===== config.mk =====
export PLATFORM = sky130hd
export DESIGN_NAME = axi_stream_pipeline_arbiter
export DESIGN_NICKNAME = d
export VERILOG_FILES = /design/src/rtl/axi_stream_pipeline_arbiter_pkg.sv /design/src/rtl/axi_stream_skid_fifo.sv /design/src/rtl/axi_stream_pipeline_arbiter.sv
export SDC_FILE = /design/constraint.sdc
export NUM_CORES = 1
export LEC_CHECK = 0
export BUFFER_PORTS_ARGS = -buffer_cell sky130_fd_sc_hd__buf_2
export CAP_MARGIN = 20
export CORE_AREA = 10 10 106 108
export DETAILED_ROUTE_END_ITERATION = 10
export DIE_AREA = 0 0 116 118
export PLACE_DENSITY = 0.64
export SYNTH_ARGS = -nofsm -noshare
export SYNTH_HDL_FRONTEND = slang
export SYNTH_HIERARCHICAL = 1
export SYNTH_SLANG_ARGS = --single-unit

===== constraint.sdc =====
create_clock -name clk_i -period 2.6 [get_ports clk_i]
set_input_delay 0.26 -clock clk_i [delete_from_list [all_inputs] [get_ports clk_i]]
set_output_delay 0.26 -clock clk_i [all_outputs]
set_load 0.02 [all_outputs]

===== src/rtl/axi_stream_pipeline_arbiter_pkg.sv =====
// Shared types and helpers for the pixel-stream arbiter in front of the Sobel pipeline.
package axi_stream_pipeline_pkg;

    typedef enum logic {IDLE, LOCKED} arb_state_t;

    localparam int BUF_DEPTH = 2;
    localparam int MAX_SRC   = 8;

    // First valid index after 'last', wrapping modulo n (not modulo a power of two).
    function automatic logic [2:0] rr_pick(input logic [MAX_SRC-1:0] valid,
                                           input logic [2:0]         last,
                                           input int                 n);
        logic [2:0] pick;
        logic       found;
        int         idx;
        pick  = last;
        found = 1'b0;
        for (int i = 1; i <= MAX_SRC; i++) begin
            idx = (int'(last) + i) % n;
            if (i <= n && !found && valid[idx[2:0]]) begin
                pick  = idx[2:0];
                found = 1'b1;
            end
        end
        return pick;
    endfunction

endpackage


===== src/rtl/axi_stream_skid_fifo.sv =====
// Two-entry output buffer; isolates arbitration timing from downstream backpressure.
module axi_stream_skid_fifo
    import axi_stream_pipeline_pkg::*;
#(
    parameter int W = 8
) (
    input  logic         clk_i,
    input  logic         rst_i,
    input  logic         push,
    input  logic [W-1:0] wdata,
    input  logic         pop,
    output logic [W-1:0] rdata,
    output logic [1:0]   count
);

    logic [BUF_DEPTH-1:0][W-1:0] mem;
    logic                        wr_ptr;
    logic                        rd_ptr;
    logic                        do_push;
    logic                        do_pop;

    assign do_push = push && (count < 2'(BUF_DEPTH));
    assign do_pop  = pop && (count != 2'd0);
    assign rdata   = mem[rd_ptr];

    always_ff @(posedge clk_i or posedge rst_i) begin
        if (rst_i) begin
            mem    <= '0;
            wr_ptr <= 1'b0;
            rd_ptr <= 1'b0;
            count  <= 2'd0;
        end else begin
            if (do_push) begin
                mem[wr_ptr] <= wdata;
                wr_ptr      <= ~wr_ptr;
            end
            if (do_pop)
                rd_ptr <= ~rd_ptr;
            case ({do_push, do_pop})
                2'b10:   count <= count + 2'd1;
                2'b01:   count <= count - 2'd1;
                default: count <= count;
            endcase
        end
    end

endmodule


===== src/rtl/axi_stream_pipeline_arbiter.sv =====
// Round-robin, packet-locked arbiter sharing one pixel pipeline among NUM_SRC AXI4-Stream sources.
module axi_stream_pipeline_arbiter
    import axi_stream_pipeline_pkg::*;
#(
    parameter int NUM_SRC = 2,
    parameter int DATA_W  = 24,
    parameter int ID_W    = $clog2(NUM_SRC)
) (
    input  logic                      clk_i,
    input  logic                      rst_i,
    input  logic                      en_i,
    input  logic [NUM_SRC-1:0]        s_tvalid_i,
    output logic [NUM_SRC-1:0]        s_tready_o,
    input  logic [NUM_SRC-1:0]        s_tlast_i,
    input  logic [NUM_SRC*DATA_W-1:0] s_tdata_i,
    output logic                      m_tvalid_o,
    input  logic                      m_tready_i,
    output logic                      m_tlast_o,
    output logic [DATA_W-1:0]         m_tdata_o,
    output logic [ID_W-1:0]           m_tid_o,
    output logic [NUM_SRC-1:0]        grant_o,
    output logic                      busy_o
);

    localparam int PW = ID_W + 1 + DATA_W;

    typedef struct packed {
        logic [ID_W-1:0]   id;
        logic              last;
        logic [DATA_W-1:0] data;
    } beat_t;

    arb_state_t           state;
    logic [ID_W-1:0]      gidx;
    logic [ID_W-1:0]      last_grant;
    logic [ID_W-1:0]      pick;
    logic [MAX_SRC-1:0]   valid_ext;
    logic [1:0]           buf_cnt;
    logic                 room;
    logic                 push;
    logic                 pop;
    beat_t                wr_beat;
    beat_t                rd_beat;

    always_comb begin
        valid_ext                = '0;
        valid_ext[NUM_SRC-1:0]   = s_tvalid_i;
        pick = ID_W'(rr_pick(valid_ext, 3'(last_grant), NUM_SRC));
    end

    // Ready depends only on the lock and buffer space, never on m_tready_i.
    assign room       = buf_cnt < 2'(BUF_DEPTH);
    assign s_tready_o = (state == LOCKED && room) ? grant_o : '0;
    assign push       = |(s_tvalid_i & s_tready_o);

    always_comb begin
        wr_beat      = '0;
        wr_beat.id   = gidx;
        wr_beat.last = s_tlast_i[gidx];
        wr_beat.data = s_tdata_i[gidx*DATA_W +: DATA_W];
    end

    always_ff @(posedge clk_i or posedge rst_i) begin
        if (rst_i) begin
            state      <= IDLE;
            gidx       <= '0;
            last_grant <= ID_W'(NUM_SRC - 1);
            grant_o    <= '0;
        end else begin
            case (state)
                IDLE: begin
                    if (en_i && |s_tvalid_i) begin
                        gidx    <= pick;
                        grant_o <= NUM_SRC'(1) << pick;
                        state   <= LOCKED;
                    end
                end
                LOCKED: begin
                    if (push && s_tlast_i[gidx]) begin
                        state      <= IDLE;
                        last_grant <= gidx;
                        grant_o    <= '0;
                    end
                end
                default: state <= IDLE;
            endcase
        end
    end

    assign m_tvalid_o = (buf_cnt != 2'd0);
    assign pop        = m_tvalid_o & m_tready_i;

    axi_stream_skid_fifo #(.W(PW)) u_buf (
        .clk_i (clk_i),
        .rst_i (rst_i),
        .push  (push),
        .wdata (wr_beat),
        .pop   (pop),
        .rdata (rd_beat),
        .count (buf_cnt)
    );

    assign m_tdata_o = rd_beat.data;
    assign m_tlast_o = rd_beat.last;
    assign m_tid_o   = rd_beat.id;
    assign busy_o    = (state == LOCKED) || m_tvalid_o;

endmodule


# After elaboration in Yosys (flattened, before gate mapping)
# Cells that the tools add are included.
# word_totals
reg_bits,61
inputBits,56
out_inout_bits,32
word_cells,72
# classes
addsub,4
multipliers,1
n_lt_le_gt_ge,7
eq_ne,4
n_shift,2
muxes,22
bitwise_logic,7
reduce_logical,16
# op_table
operator,count
2-to-1 mux 26 bit,3
bitwise mux 52 bit,1
variable part select 48 x 7 -> 24 bit,1
demux 26 bit (select 1 bit),1
2-to-1 mux 1 bit,9
"less-than comparator 3 x 4 -> 1 bit, second input constant",2
case mux 2 bit (2 select lines),2
logical AND 1 bit,7
"less-than comparator 1 x 2 -> 1 bit, second input constant",3
2-to-1 mux 2 bit,3
AND reduction 2 bit,3
binary-select mux 1 bit (select 2 bit),2
nonzero test 2 bit,2
OR reduction 2 bit,2
"multiplier 1 x 2 -> 3 bit, second input constant",1
inverter 1 bit,3
"adder 1 bit, second input constant",2
"adder 2 x 1 -> 2 bit, second input constant",1
"AND 1 bit, first input constant",2
AND 2 bit,1
"== test 2 x 1 -> 1 bit, second input constant",1
"== test 2 bit, second input constant",1
"less-than comparator 2 bit, second input constant",1
"!= test 2 x 1 -> 1 bit, second input constant",1
other kinds (8),8

# Longest topological paths before layout
# depth
word_depth,11
depth_mapped,7
mapped_depth_nobuf,7

# Hierarchy
# Netlist, hierarchy kept.
# by_module_without_submodules
module,n_inst,cells_each,area_each_um2,seq_area_each_um2
axi_stream_skid_fifo,1,153,2514.9,1401.3
axi_stream_pipeline_arbiter,1,56,600.6,126.4

# Worst setup path before layout
# OpenSTA, ideal clock, no wires.
# synth_path
path_type,register to register
start,register grant_o[0]
end,register u_buf/mem[0] (netlist name)
arrival_ns,1.690
required_ns,2.475
setup_slack_ns,0.785
path_stages_with_launch,7
n_path_buf,1
period_less_slack_ns,1.815
cell_sequence,dfrtp_1 > a22o_1 > and2_1 > nand2b_4 > nor2_4 > buf_4 > mux2_2
# synth_between
elab_chain_cells,4
# synth_lines
item,line_no,source
start: declaration,axi_stream_pipeline_arbiter.sv:21,"output logic [NUM_SRC-1:0] grant_o,"
start signal: assignment,axi_stream_pipeline_arbiter.sv:74,grant_o <= NUM_SRC'(1) << pick;
2-to-1 mux 2 bit,axi_stream_pipeline_arbiter.sv:53,assign s_tready_o = (state == LOCKED && room) ? grant_o : '0;
AND 2 bit,axi_stream_pipeline_arbiter.sv:54,assign push = |(s_tvalid_i & s_tready_o);
OR reduction 2 bit,axi_stream_pipeline_arbiter.sv:54,
net push,axi_stream_pipeline_arbiter.sv:40,logic push;
logical AND 1 bit,axi_stream_skid_fifo.sv:22,assign do_push = push && (count < 2'(BUF_DEPTH));
end signal: indexed assignment,axi_stream_skid_fifo.sv:34,mem[wr_ptr] <= wdata;
end: declaration,axi_stream_skid_fifo.sv:16,logic [BUF_DEPTH-1:0][W-1:0] mem;
# The timed path passes the listed nets, and every way through them passes these cells.
# A chain may end at the register's enable or synchronous reset.

# Worst setup path in the final report
# layout_path
start,register u_buf.count[1]
end,register u_buf/mem[7] (netlist name)
# layout_between
elab_chain_cells,6
# layout_lines
item,line_no,source
start: declaration,axi_stream_skid_fifo.sv:13,output logic [1:0] count
start signal: assignment,axi_stream_skid_fifo.sv:40,2'b10: count <= count + 2'd1;
start signal: assignment,axi_stream_skid_fifo.sv:41,2'b01: count <= count - 2'd1;
start signal: assignment,axi_stream_skid_fifo.sv:42,default: count <= count;
less-than comparator 2 bit,axi_stream_pipeline_arbiter.sv:52,assign room = buf_cnt < 2'(BUF_DEPTH);
logical AND 1 bit,axi_stream_pipeline_arbiter.sv:53,
2-to-1 mux 2 bit,axi_stream_pipeline_arbiter.sv:53,
AND 2 bit,axi_stream_pipeline_arbiter.sv:54,
OR reduction 2 bit,axi_stream_pipeline_arbiter.sv:54,
net push,axi_stream_pipeline_arbiter.sv:40,
logical AND 1 bit,axi_stream_skid_fifo.sv:22,
# The timed path passes the listed nets, and every way through them passes these cells.

==> run summary <==
CTS sink count -> 61
slowest cell on the critical path -> dfrtp_1
port bufs -> 87
clk_skew -> 0.00524 ns
number of synthesized flops with an enable pin -> 0
Max Freq -> 475 MHz
CTS H-tree depth -> 3
crit path cell chain -> and2b_1 > and2_1 > nand2b_4 > nor2_4 > buf_4 > mux2_2
Leak Pwr -> 1.90 nW
worst vdd ir -> 661 uV
post-synthesis net count -> 266
area of the die -> 13700 sq um
first-pass GRT wire length -> 11.7 mm
r2r startpoint -> u_buf/count[1]
Worst-Margin Slew -> 0.482 ns
Distinct cells, synth -> 30
share of cells above drive strength 1 -> 0.715
initial antenna violation count -> 0
drt total wl -> 7.00 mm
CTS Hold Buffers Added -> 1
MaxCap Viol Count -> 0
final-report setup violation count -> 0
Final ANT Viol Nets -> 0
total core area -> 9110 sq um
layout net count -> 364
# DRC -> 0
hold depth -> 3
Worst EP arrival -> 2.33 ns
Cell Rows -> 35
Netlist Area Pre-Place -> 3120 sq um
ANT cells -> 0
routability cong. -> 0.676
Crit path depth -> 6
path depth of the worst reg2reg path -> 6
largest net degree at the start of global routing -> 38
cell with the most instances after synthesis -> mux2_2
Critical Path Sink -> u_buf/mem[7]
Root Driver -> clkbuf_8
Mapped Cells -> 209
die width -> 116 um
crit-path max FO -> 10
Layout area overhead -> 25.0%
Num CTS Buffers -> 9
Syn Area/Cell -> 14.9 sq um
ys flop type -> dfrtp_1
min Tclk post-route -> 2.11 ns
final period utilization -> 0.810
Initial Utilization -> 0.342
Fillers -> 886
CTS tree -> yes
Pwr Density -> 1290 nW/um^2
reg2reg end -> u_buf/mem[7]
clock transition at the registers of the reported paths -> 0.07 ns
CP top delay family -> simple AND/OR/NAND/NOR gates
total gr overflow -> 0
CP Buf/Inv Count -> 1
Seq/Total Area, Yosys -> 0.490
final setup TNS -> 0 ns
Post-DP HPWL -> 5.27 mm
area share of the largest cell type after synthesis -> 0.482
post-DR vias/cell -> 4.71
vias in the first global route -> 2297
Util after Layout -> 0.427
CP startpoint kind -> flip-flop
1st-iter DRT viols -> 44
RSZ-0062 raised after global routing -> no
worst rel slew slack -> 0.679
final slew viol count -> 0
Post-synth ARST share -> 1.00
worst-skew pair later-pin latency -> 0.34 ns
post-CTS setup buffer count -> 0
yosys warns -> 6
Crit. Startpoint -> u_buf/count[1]
Worst R2R Setup Slack -> 0.49 ns
WP data required -> 2.82 ns
status -> finished, final reports clean
final hold vios -> 0
crit end category -> flip-flop
cts repair resizes -> 0
via count -> 1993
WS Path Type -> reg2reg
DR WL/cell -> 16.6 um
worst min-delay path category -> in2reg
Ports -> 88
Synth area leaders -> dfrtp_1 48%, mux2_2 30%, mux2_4 11%, buf_6 1.1%, o21a_1 0.96%
area leader, netlist -> dfrtp_1
clk buf depth -> 2
GRT Util Overall -> 0.107
die span in y -> 118 um
Post-synth top cells -> 82 x mux2_2, 60 x dfrtp_1, 22 x mux2_4
Synth Register Bits -> 61
CP peak stage delay -> 0.44 ns
drt pass-1 iters -> 4
[registers in the layout, summed over array words and instances (netlist names)]
signal,cells
u_buf/count,2
state,1
last_grant,1
u_buf/mem,52
grant_o,2
u_buf/wr_ptr,1
gidx,1
u_buf/rd_ptr,1
[cell usage in the layout (no fill, tap or decap)]
cell type       n
ha_1            1
o21a_1          4
clkbuf_8        9
nor2_4          1
clkinv_2        1
or2_2           1
and3_1          1
nand3_4         1
nor2b_1         1
inv_1           2
xor2_1          2
mux2_2         82
buf_4           9
or3_1           1
nand3b_2        1
buf_2          87
dfstp_2         1
bufinv_16       1
a31o_1          1
and2b_1         1
o21ai_0         1
dlygate4sd3_1   1
nand2b_1        1
mux2_4         22
clkinv_4        3
nor2_1          1
nand3_1         1
dfrtp_1        60
xnor2_1         3
and2_1          4
a22o_1          1
clkinvlp_4      2
nand2b_4        1
a21o_1          1
inv_2           1
a31oi_1         1
[tightest hold or removal path: cells and delay by family]
family                 cells  cell delay, ns
buffers and inverters      1            0.11
AO/OA/AOI/OAI              1            0.11
AND/OR/NAND/NOR            1            0.09
[power breakdown]
part | internal (mW) | switching [mW] | total, mW
logic | 1.31 | 1.18 | 2.49
registers | 1.42 | 0.284 | 1.71
clock network | 0.445 | 0.396 | 0.841
[cell families (layout without fill, tap and decap cells)]
| group | Yosys count | after routing | synth area share |
|---|---|---|---|
| simple gates | 16 | 16 | 0.0406 |
| buf+inv | 13 | 116 | 0.0273 |
| flops | 61 | 61 | 0.490 |
| mux | 104 | 104 | 0.402 |
| compound gates | 9 | 9 | 0.0213 |
| xor+xnor | 5 | 5 | 0.0141 |
| fa+ha+maj | 1 | 1 | 0.00402 |
[metrics by stage]
| step | hold slack [ns] | area [sq um] | power, mW | setup WS (ns) | std cells |
|---|---|---|---|---|---|
| 2_1_floorplan | 0.0378 | 3120 | 3.58 | 0.785 | 209 |
| 3_3_place_gp | 0.187 | 3680 | 4.22 | 0.550 | 406 |
| 3_5_place_dp | 0.187 | 3680 | 4.27 | 0.497 | 406 |
| 4_1_cts | 0.255 | 3890 | 5.15 | 0.468 | 423 |
| 5_1_grt | 0.275 | 3890 | 5.40 | 0.347 | 423 |
| 6_report | 0.271 | 3890 | 5.04 | 0.494 | 423 |
[metal layers]
layer	up-vias	wire length, um	GRT usage
li1	946	-	-
met1	984	3010	0.126
met2	56	3380	0.168
met3	7	535	0.0408
met4	0	75	0.0446
met5	-	0	0
[final cells by class]
cell class | instances | area (sq um) | area share
Clock inverter | 7 | 76.3 | 0.0196
Clock buffer | 9 | 124 | 0.0318
Multi-Input combinational cell | 135 | 1500 | 0.386
Tap cell | 111 | 139 | 0.0357
Timing Repair Buffer | 97 | 513 | 0.132
Inverter | 3 | 11.3 | 0.00289
Sequential cell | 61 | 1530 | 0.392
[how the worst min path moves through the flow]
stage                              from    endpoint  slack [ns]
after floorplan                   rst_i        gidx        0.04
after global placement            rst_i        gidx        0.19
after detailed placement          rst_i        gidx        0.19
after CTS                 s_tvalid_i[0]  grant_o[1]        0.25
after global routing      s_tvalid_i[0]        gidx        0.27
final                     s_tvalid_i[0]  grant_o[1]        0.27
Note: power is estimated with default switching activity, not from simulation.
